File: src/rtl/zxuno_uart_pkg.sv
// zxuno_uart_pkg: shared constants for the ZX-UNO UART transmit path
package zxuno_uart_pkg;
    localparam logic [1:0] ST_IDLE  = 2'd0;
    localparam logic [1:0] ST_START = 2'd1;
    localparam logic [1:0] ST_DATA  = 2'd2;
    localparam logic [1:0] ST_STOP  = 2'd3;
    localparam logic [7:0] UARTDATA = 8'hC6;
    localparam logic [7:0] UARTSTAT = 8'hC7;
    localparam int DEFAULT_DIVISOR = 28;
endpackage

File: src/rtl/sync_fifo.sv
// sync_fifo: single-clock show-ahead FIFO with occupancy count
module sync_fifo #(
    parameter int DATA_WIDTH = 8,
    parameter int ADDR_WIDTH = 4
) (
    input  logic                  clk,
    input  logic                  rst,
    input  logic [DATA_WIDTH-1:0] wr_data,
    input  logic                  wr_en,
    input  logic                  rd_en,
    output logic [DATA_WIDTH-1:0] rd_data,
    output logic                  empty,
    output logic                  full,
    output logic [ADDR_WIDTH:0]   count
);
    localparam int DEPTH = 1 << ADDR_WIDTH;
    logic [DATA_WIDTH-1:0] mem [DEPTH];
    logic [ADDR_WIDTH-1:0] wr_ptr, rd_ptr;
    logic push, pop;
    assign empty = count == '0;
    assign full = count[ADDR_WIDTH];
    assign push = wr_en && !full;
    assign pop = rd_en && !empty;
    assign rd_data = mem[rd_ptr];
    // storage array; no reset so it can map onto RAM
    always_ff @(posedge clk) begin
        if (push) mem[wr_ptr] <= wr_data;
    end
    // pointers wrap modulo depth; count tracks push minus pop
    always_ff @(posedge clk) begin
        if (rst) begin
            wr_ptr <= '0;
            rd_ptr <= '0;
            count <= '0;
        end else begin
            if (push) wr_ptr <= wr_ptr + 1'b1;
            if (pop) rd_ptr <= rd_ptr + 1'b1;
            count <= count + (ADDR_WIDTH+1)'(push) - (ADDR_WIDTH+1)'(pop);
        end
    end
endmodule

File: src/rtl/uart_tx_shifter.sv
// uart_tx_shifter: baud timing, framing FSM and shift register for 8N1 output
module uart_tx_shifter import zxuno_uart_pkg::*; #(
    parameter int DIVISOR = DEFAULT_DIVISOR
) (
    input  logic       clk,
    input  logic       rst,
    input  logic [7:0] data,
    input  logic       valid,
    input  logic       cts_s,
    output logic       ready,
    output logic       txd,
    output logic       active
);
    localparam int CW = $clog2(DIVISOR);
    localparam logic [CW-1:0] RELOAD = CW'(DIVISOR - 1);
    logic [1:0] state;
    logic [CW-1:0] cnt;
    logic [7:0] shift;
    logic [2:0] bit_idx;
    logic bit_end;
    assign bit_end = cnt == '0;
    assign active = state != ST_IDLE;
    // a new frame may only begin from idle or exactly at the end of a stop bit
    assign ready = valid && !cts_s && (state == ST_IDLE || (state == ST_STOP && bit_end));
    // frame sequencing; txd is registered so it changes together with the state
    always_ff @(posedge clk) begin
        if (rst) begin
            state <= ST_IDLE;
            txd <= 1'b1;
            cnt <= '0;
            shift <= '0;
            bit_idx <= '0;
        end else if (ready) begin
            state <= ST_START;
            txd <= 1'b0;
            shift <= data;
            cnt <= RELOAD;
        end else if (state != ST_IDLE) begin
            if (!bit_end) begin
                cnt <= cnt - 1'b1;
            end else begin
                cnt <= RELOAD;
                if (state == ST_START) begin
                    state <= ST_DATA;
                    txd <= shift[0];
                    shift <= shift >> 1;
                    bit_idx <= '0;
                end else if (state == ST_DATA) begin
                    if (bit_idx == 3'd7) begin
                        state <= ST_STOP;
                        txd <= 1'b1;
                    end else begin
                        txd <= shift[0];
                        shift <= shift >> 1;
                        bit_idx <= bit_idx + 1'b1;
                    end
                end else begin
                    state <= ST_IDLE;
                    txd <= 1'b1;
                end
            end
        end
    end
endmodule

File: src/rtl/zxuno_uart_tx.sv
// zxuno_uart_tx: buffered 8N1 UART transmitter with CTS flow control
module zxuno_uart_tx import zxuno_uart_pkg::*; #(
    parameter int DIVISOR = DEFAULT_DIVISOR,
    parameter int ADDR_WIDTH = 4
) (
    input  logic                  clk_bus,
    input  logic                  reset,
    input  logic [7:0]            uart_tx_data,
    input  logic                  uart_tx_req,
    input  logic                  cts_n,
    output logic                  txd,
    output logic                  tx_busy,
    output logic                  tx_fifo_full,
    output logic [ADDR_WIDTH:0]   tx_fifo_count,
    output logic                  tx_overflow
);
    logic [1:0] cts_sync;
    logic cts_s, empty, pop, active;
    logic [7:0] head;
    assign cts_s = cts_sync[1];
    assign tx_busy = active || !empty;
    // two-flop synchronizer for the asynchronous CTS pin; resets to "not clear"
    always_ff @(posedge clk_bus) begin
        if (reset) cts_sync <= 2'b11;
        else cts_sync <= {cts_sync[0], cts_n};
    end
    // sticky record of any write dropped against a full FIFO
    always_ff @(posedge clk_bus) begin
        if (reset) tx_overflow <= 1'b0;
        else if (uart_tx_req && tx_fifo_full) tx_overflow <= 1'b1;
    end
    sync_fifo #(.DATA_WIDTH(8), .ADDR_WIDTH(ADDR_WIDTH)) u_fifo (
        .clk(clk_bus),
        .rst(reset),
        .wr_data(uart_tx_data),
        .wr_en(uart_tx_req),
        .rd_en(pop),
        .rd_data(head),
        .empty(empty),
        .full(tx_fifo_full),
        .count(tx_fifo_count)
    );
    uart_tx_shifter #(.DIVISOR(DIVISOR)) u_shifter (
        .clk(clk_bus),
        .rst(reset),
        .data(head),
        .valid(!empty),
        .cts_s(cts_s),
        .ready(pop),
        .txd(txd),
        .active(active)
    );
endmodule

File: config.mk
export PLATFORM = sky130hd
export DESIGN_NAME = zxuno_uart_tx
export DESIGN_NICKNAME = d
export VERILOG_FILES = /design/src/rtl/zxuno_uart_pkg.sv /design/src/rtl/sync_fifo.sv /design/src/rtl/uart_tx_shifter.sv /design/src/rtl/zxuno_uart_tx.sv
export SDC_FILE = /design/constraint.sdc
export NUM_CORES = 1
export LEC_CHECK = 0
export CORE_MARGIN = 5
export CORE_UTILIZATION = 61
export CTS_CLUSTER_DIAMETER = 150
export DETAILED_ROUTE_END_ITERATION = 6
export PLACE_DENSITY = 0.79
export SLEW_MARGIN = 0
export SYNTH_ARGS = -nofsm -noshare
export SYNTH_HDL_FRONTEND = slang
export SYNTH_HIERARCHICAL = 1
export SYNTH_SLANG_ARGS = --single-unit
File: constraint.sdc
create_clock -name clk_bus -period 4.57 [get_ports clk_bus]
set_input_delay 0.914 -clock clk_bus [delete_from_list [all_inputs] [get_ports clk_bus]]
set_output_delay 0.914 -clock clk_bus [all_outputs]
set_load 0.1 [all_outputs]
After elaboration in Yosys (flattened, before gate mapping) --
Memories as Yosys holds them, arrays and structs flattened. A register that Yosys moved wholly into a read port is not among the register bits. Index checks and enable logic that the tools add are counted.
Word-level totals: register bits after elaboration 35, memory bits (writable) 128, input port bits 12, output and inout bits 9, word-level logic and storage cells 81, memories kept 1
Operators by class: add/sub/neg operators 6, equal/unequal tests 8, mux-type cells 28, bitwise operators 1, reduce and logical (&&, ||, !) cells 25
Memory list:
- u_fifo.mem | depth 16, bits a word 8, rd ports 1, clocked after memory_dff 1, write ports 1, RTL line sync_fifo.sv:17 | logic [DATA_WIDTH-1:0] mem [DEPTH];
Operators by type and width (number):
- two-way mux 8 bit | 6
- two-way mux 5 bit | 3
- two-way mux 1 bit | 11
- logical NOT 5 bit | 2
- two-way mux 3 bit | 3
- adder 4 x 1 -> 4 bit (second input constant) | 2
- two-way mux 4 bit | 2
- nonzero test 2 bit | 4
- logical AND 1 bit | 6
- two-way mux 2 bit | 3
- inequality test 3 x 2 -> 1 bit (second input constant) | 2
- AND reduction 3 bit | 2
- adder 5 x 1 -> 5 bit | 1
- AND reduction 5 bit | 1
- subtractor 5 x 1 -> 5 bit | 1
- subtractor 5 x 1 -> 5 bit (second input constant) | 1
- == test 2 bit (second input constant) | 2
- inequality test 4 x 3 -> 1 bit (second input constant) | 1
- AND reduction 4 bit | 1
- adder 3 x 1 -> 3 bit (second input constant) | 1
- == test 3 bit (second input constant) | 1
- logical NOT 1 bit | 3
- nonzero test 3 bit | 1
- == test 2 x 1 -> 1 bit (second input constant) | 1
- other kinds (6) | 7

Longest topological paths before layout --
Gate-level depths: netlist (run 1).
word-level depth 7, mapped depth 18, depth with buffers taken out 18

Modules after synthesis --
Netlist (run 1), hierarchy kept.
By module, submodules not included:
- sync_fifo | instances 1, cells an instance 302, area each 5784.3 um^2, sequential area each 4184.0 um^2
- uart_tx_shifter | instances 1, cells an instance 107, area each 999.7 um^2, sequential area each 380.4 um^2
- zxuno_uart_tx | instances 1, cells an instance 9, area each 91.3 um^2, sequential area each 60.1 um^2

Least setup slack after synthesis (run 1) --
OpenSTA, ideal clock, no wires.
kind flip-flop to flip-flop, start register u_fifo.count[3], end register u_fifo.count[4], setup time 70 ps, arrival 3911 ps, data required time 4500 ps, slack 589 ps, cell stages (with the launch flop) 19, buffers on the path 0, clock period less this slack 3981 ps, cells stage by stage dfxtp_1 inv_1 ha_1 or4b_1 inv_1 inv_1 nor2b_1 a31oi_2 inv_1 nand2_1 inv_1 ha_1 inv_1 ha_1 fa_1 a21oi_1 nor2_1 or3_1 a21oi_1
Between the ends: longest elaborated chain between the ends 6, elaborated cells on any way between the ends 7, classes of those cells 2 x add/sub; 5 x reduce/logical
Ends and longest elaborated chain:
- from (decl) | RTL line sync_fifo.sv:14 | output logic [ADDR_WIDTH:0] count
- from (signal assigned) | RTL line sync_fifo.sv:38 | count <= count + (ADDR_WIDTH+1)'(push) - (ADDR_WIDTH+1)'(pop);
- logical NOT 5 bit | RTL line sync_fifo.sv:20 | assign empty = count == '0;
- named net empty | RTL line zxuno_uart_tx.sv:18 | logic cts_s, empty, pop, active;
- logical NOT 1 bit | RTL line zxuno_uart_tx.sv:47 | .valid(!empty),
- logical AND 1 bit (2 in a row) | RTL line uart_tx_shifter.sv:24 | assign ready = valid && !cts_s && (state == ST_IDLE || (state == ST_STOP && bit_end));
- named net pop | RTL line zxuno_uart_tx.sv:18
- logical AND 1 bit | RTL line sync_fifo.sv:23 | assign pop = rd_en && !empty;
- subtractor 5 x 1 -> 5 bit | RTL line sync_fifo.sv:38
The timed path passes the listed nets, and every way through them passes these cells. A chain may end at the register's enable or synchronous reset.

Final worst setup path (run 1) --
start register u_fifo.count[2], end register u_fifo.count[4]
The elaborated chain is that of the path after synthesis.

==> results.json, run 1 <==
{
  "diodes": 0,
  "slowest_delay_ps": 540,
  "htreeDepth": 4,
  "initial_utilization": 0.629,
  "fin_hold_ws_ps": 408,
  "cts_tree": "done",
  "tightest_slew_ps": 1120,
  "synth.top_cells.by_area": "edfxtp_1 (56%), dfxtp_1 (11%), mux4_2 (5.9%), mux4_1 (5.4%), ha_1 (3.3%)",
  "skew_ps": 11.8,
  "remaining_drc_errors": 0,
  "die-area_um2": 13500,
  "worstPathRequired_ps": 4910,
  "post-route-period-util": 0.862,
  "antenna_found_initial": 0,
  "hold_viol": 0,
  "vias": 3700,
  "crit_fanout": 17,
  "p_total_w": 0.00380,
  "report.final.slew_viol_count": 0,
  "grt_pass1_vias": 3695,
  "yosysTopAreaCellShare": 0.559,
  "numPortBuffers": 20,
  "maxCapViolations": 0,
  "dr.first_iter.drc_count": 318,
  "cts.repair.resized": 0,
  "area_delta_synth_final_pct": 12.1,
  "syn_inst": 418,
  "routed_wl_mm": 13.0,
  "final.setup.tns_ps": 0,
  "io_pins": 21,
  "wl_per_cell_um": 21.8,
  "rsz0062_at_grt": "false",
  "setup_slack_ps": 631,
  "clockBufferDepth": 2,
  "cts_sinks": 167,
  "std_cell_rows": 38,
  "path_buf_inv": 7,
  "fmax_mhz": 254,
  "seq_area_frac_synth": 0.673,
  "ys_warn_count": 6,
  "cpLargestDelayFamily": "simple AND/OR/NAND/NOR gates",
  "clkLatencyLatePin_ps": 420,
  "place_hpwl_mm": 7.86,
  "multi_input_area_um2": 2070,
  "finalNetCount": 474,
  "synth-async-reset-ratio": 0,
  "power_density_nw_per_um2": 493,
  "core_um2": 10900,
  "hold_class": "reg2reg",
  "post_cts_buffers": 0,
  "crit_type": "reg2reg",
  "avgSynthCellArea_um2": 16.4,
  "via_per_inst": 6.22,
  "drive_above_1_share": 0.125,
  "status": "finished clean",
  "grt_max_degree": 37,
  "num-fill-cells": 696,
  "crit_top_cell": "inv_1",
  "synth-edff-count": 128,
  "cp_cell_sequence": "inv_1 > ha_1 > or4b_1 > inv_1 > inv_1 > nor2b_1 > a31oi_2 > buf_4 > inv_1 > nand2_1 > inv_1 > ha_1 > inv_1 > ha_1 > fa_1 > a21oi_1 > nor2_1 > or3_1 > a21oi_1",
  "critPathCaptureType": "flip-flop",
  "grtUsageTotal": 0.209,
  "crit_slowest_cell": "or4b_1",
  "place.gp.congestion": 0.800,
  "ys_seq_elements": 167,
  "startpoint_type": "flip-flop",
  "min_period_ps": 3940,
  "dp_slack_ps": 701,
  "grt_pass1_wl_mm": 20.4,
  "die_y_um": 116,
  "ys_types": 47,
  "numCtsBuffers": 17,
  "postCtsHoldBufs": 0,
  "vdd_ir_drop_max_mv": 0.391,
  "relSlewSlack": 0.255,
  "root_buffer": "clkbuf_16",
  "finalSetupViolations": 0,
  "cellLeakagePower_nw": 2.65,
  "ant_nets": 0,
  "grt_overflow": 0,
  "cp_data_arrival_time_ps": 4280,
  "yosysTopAreaCell": "edfxtp_1",
  "synth_area_um2": 6880,
  "dr.pass1.iters": 4,
  "synth_nets": 449,
  "die_w_um": 116,
  "clk_pin_slew_ps": 60,
  "ys.flop_type": "edfxtp_1",
  "register_area_um2": 4630
}
-- placed cells by master (no fill, tap or decap), types with 4 or more instances in the layout --
cell	netlist	final
xor2_1	6	6
edfxtp_1	128	128
clkbuf_16	0	17
inv_1	18	18
mux2i_1	8	8
dfxtp_1	39	37
nand2_1	24	24
a21oi_1	12	12
nor2b_1	6	6
o21ai_0	4	4
a211oi_1	9	9
nor3_1	6	6
nand3_1	4	4
mux4_2	18	18
nor2_1	22	22
ha_1	18	18
mux4_1	14	14
and2_1	17	17
a22oi_1	16	16
clkdlybuf4s50_1	0	20
-- flip-flops by register name, indices dropped and copies added (netlist names), named ones only --
register and count:
u_fifo/mem 128, u_shifter/shift 8, u_fifo/count 5, u_shifter/cnt 5, u_fifo/rd_ptr 4, u_fifo/wr_ptr 4, u_shifter/bit_idx 3, cts_sync 2
u_shifter/state 2, tx_overflow 1, u_shifter/txd 1
-- synth_stat cells (2+ instances only) --
master             n
a211oi_1           9
a21oi_1           12
a22oi_1           16
a31oi_1            3
and2_1            17
and3_1             2
buf_2              3
buf_4              2
buf_6              3
clkbuf_1           4
clkdlybuf4s25_2    3
dfxtp_1           39
edfxtp_1         128
ha_1              18
inv_1             18
mux2i_1            8
mux4_1            14
mux4_2            18
nand2_1           24
nand2b_1           2
nand3_1            4
nor2_1            22
nor2b_1            6
nor3_1             6
nor3b_1            2
o21ai_0            4
or2_1              2
or3_1              2
or3b_1             2
xnor2_1            3
xor2_1             6
-- area by class of cell --
type | count | area share
clock buffer | 17 | 0.0552
clock inverter | 14 | 0.0164
inverter | 18 | 0.00877
multi-input combinational | 217 | 0.269
sequential | 167 | 0.600
tap | 140 | 0.0227
timing repair buffer | 22 | 0.0279
-- report_power, final --
| part | leakage (nW) | internal, W | switching, W |
|---|---|---|---|
| clock | 0.265 | 0.000751 | 0.000576 |
| combinational | 0.913 | 0.000244 | 0.000453 |
| sequential | 1.47 | 0.00171 | 0.0000725 |
-- through the flow --
stage / std cells / instance area, µm² / utilization
after floorplan: 418 / 6880 / -
after global placement: 564 / 7160 / 0.654
after detailed placement: 564 / 7160 / 0.654
after CTS: 595 / 7710 / 0.705
after global routing: 595 / 7710 / 0.705
final: 595 / 7710 / 0.705
-- layer usage --
layer | share of wire | up-vias | global-route usage
li1 | - | 1668 | -
met3 | 0.053 | 16 | 0.0342
met5 | 0 | - | 0
met4 | 0.017 | 0 | 0.0858
met1 | 0.42 | 1892 | 0.279
met2 | 0.51 | 124 | 0.347
-- worst paths after layout --
check	startpoint	cells past startpoint	slack, ps	endpoint
max	u_fifo/count[2]	19	630	u_fifo/count[4]
min	cts_sync[0]	1	410	cts_sync[1]
max reg2reg	u_fifo/count[2]	19	630	u_fifo/count[4]
min reg2reg	cts_sync[0]	1	410	cts_sync[1]
-- cells by family (layout without fill, tap and decap cells) --
logic type | after synthesis | in the layout | share of synthesized area
AOI/OAI and AO/OA | 52 | 52 | 0.0555
buffers and inverters | 34 | 71 | 0.0262
adders and majority gates | 19 | 19 | 0.0357
DFF | 167 | 167 | 0.673
and+or+nand+nor | 97 | 97 | 0.0744
xor gates and xnor gates | 9 | 9 | 0.0115
muxes | 40 | 40 | 0.124
(Power assumes the default switching activity.)
==> run 2: changes to the inputs <==
--- a/config.mk
+++ b/config.mk
@@ -9,7 +9,8 @@
 export CORE_UTILIZATION = 61
 export CTS_CLUSTER_DIAMETER = 150
 export DETAILED_ROUTE_END_ITERATION = 6
-export PLACE_DENSITY = 0.79
+export GPL_ROUTABILITY_DRIVEN = 1
+export PLACE_DENSITY = 0.75
 export SLEW_MARGIN = 0
 export SYNTH_ARGS = -nofsm -noshare
 export SYNTH_HDL_FRONTEND = slang
==> run 2 against run 1 <==
Against the previous run:
- core utilization stayed put
- via count shrank 1.8%
- combinational power is 1% higher
- first-iteration DRC count decreased by 6.9%
- largest cell class unchanged
- die area did not move
- register-to-register slack about the same
- clock skew fell by 5.3 ps
==> results.json, run 2 (synthesis gave the netlist of run 1 again) <==
{
  "root_buffer": "clkbuf_16",
  "ant_nets": 0,
  "cp.depth": 19,
  "diodes": 0,
  "cellLeakagePower_nw": 2.66,
  "critPathCaptureType": "flip-flop",
  "drive_above_1_share": 0.127,
  "area_delta_synth_final_pct": 12.1,
  "die_y_um": 116,
  "maxCapViolations": 0,
  "status": "finished clean",
  "cts_tree": "done",
  "grt_pass1_vias": 3595,
  "numPortBuffers": 20,
  "die-area_um2": 13500,
  "final.setup.tns_ps": 0,
  "internal_power_w": 0.00270,
  "dr.pass1.iters": 5,
  "p_clk_frac": 0.347,
  "post-route-period-util": 0.864,
  "slowest_delay_ps": 550,
  "p_comb_frac": 0.186,
  "fmax_mhz": 253,
  "place.gp.congestion": 0.771,
  "cpLargestDelayFamily": "simple AND/OR/NAND/NOR gates",
  "hold_viol": 0,
  "dr.first_iter.drc_count": 296,
  "relSlewSlack": 0.298,
  "clockBufferDepth": 2,
  "dpl_cell_area_um2": 7160,
  "startpoint_type": "flip-flop",
  "path_buf_inv": 7,
  "design_area_um2": 7710,
  "report.final.slew_viol_count": 0,
  "crit_type": "reg2reg",
  "seqPwrFrac": 0.467,
  "clk_pin_slew_ps": 60,
  "via_per_inst": 6.10,
  "vdd_ir_drop_max_mv": 0.361,
  "cp_data_arrival_time_ps": 4290,
  "grt_overflow": 0,
  "place_hpwl_mm": 7.77,
  "core_um2": 10900,
  "largest_reg_flops": 128,
  "cts.repair.resized": 0,
  "layout_commonest_cell": "edfxtp_1",
  "cp_cell_sequence": "inv_1 > ha_1 > or4b_1 > inv_1 > inv_1 > nor2b_1 > a31oi_2 > buf_4 > inv_1 > nand2_1 > inv_1 > ha_1 > inv_1 > ha_1 > fa_1 > a21oi_1 > nor2_1 > or3_1 > a21oi_1",
  "antenna_found_initial": 0,
  "crit_slowest_cell": "or4b_1",
  "p_sw_frac": 0.289,
  "routed_wl_mm": 12.4,
  "rsz0062_at_grt": "false",
  "skew_ps": 6.49,
  "postCtsHoldBufs": 0,
  "regToRegSetupSlack_ps": 620,
  "numCtsBuffers": 17,
  "p_sw_w": 0.00110,
  "grt_pass1_wl_mm": 19.8,
  "io_pins": 21,
  "min_path_cells": 1,
  "grtUsageTotal": 0.203,
  "htreeDepth": 4,
  "wl_per_cell_um": 20.7,
  "clkLatencyLatePin_ps": 410,
  "remaining_drc_errors": 0,
  "cts_sinks": 167,
  "tightest_slew_ps": 1050,
  "biggestRegsByFlops": "u_fifo/mem x128, u_shifter/shift x8",
  "grt_max_degree": 37,
  "worstPathRequired_ps": 4910,
  "die_w_um": 116,
  "initial_utilization": 0.629,
  "rr_worst_depth": 19,
  "largest_register": "u_fifo/mem",
  "crit_top_cell": "inv_1",
  "crit_fanout": 17,
  "finalSetupViolations": 0,
  "mostFrequentLayoutCells": "edfxtp_1 (128), dfxtp_1 (37), nand2_1 (24)",
  "power_density_nw_per_um2": 493,
  "post_cts_buffers": 0,
  "min_period_ps": 3950,
  "hold_class": "reg2reg",
  "finalNetCount": 474,
  "vias": 3633,
  "std_cell_rows": 38
}
run 2: cell count changes in the layout (fill, tap and decap cells not counted), sizes merged:
cell	change
clkinv	+2
clkinvlp	-1
run 2: path summary, 6_finish.rpt:
kind / startpoint / endpoint
max: u_fifo/count[3] / u_fifo/count[4]
min: cts_sync[0] / cts_sync[1]
max reg2reg: u_fifo/count[3] / u_fifo/count[4]
min reg2reg: cts_sync[0] / cts_sync[1]
run 2: layout make-up:
cell class                 instances  area [µm²]
clock buffer                      17         425
clock inverter                    15         126
fill                             713        3230
inverter                          18        67.6
multi-input combinational        217        2070
sequential                       167        4630
tap                              140         175
timing repair buffer              22         215
run 2: stage by stage:
step,hold slack (ps),utilization,power [W],cells,worst slack (ps)
2_1_floorplan,383,-,0.00234,418,589
3_5_place_dp,394,0.654,0.00251,564,661
3_3_place_gp,387,0.654,0.00249,564,876
6_report,405,0.705,0.00380,596,622
4_1_cts,407,0.705,0.00381,596,627
5_1_grt,432,0.705,0.00396,596,384
run 2: power by group through the flow:
stage | clock (W) | sequential [W] | combinational, W
finish | 0.00132 | 0.00177 | 0.000704
global route | 0.00143 | 0.00178 | 0.000751
CTS | 0.00133 | 0.00178 | 0.000705
detailed placement | 0 | 0.00181 | 0.000700
global placement | 0 | 0.00180 | 0.000682
floorplan | 0 | 0.00191 | 0.000428
run 2: layer usage:
layer	wire (µm)	GRT usage	share of wire
met5	0	0	0
met4	252	0.0781	0.020
met3	732	0.0440	0.059
met2	6170	0.328	0.50
met1	5210	0.275	0.42
run 2: worst reg2reg max path: cells and delay by family (launching register included):
kind,cells,cell delay (ps)
fa+ha+maj,4,1020
flops,1,330
compound gates,3,490
buf+inv,7,740
simple gates,5,1300
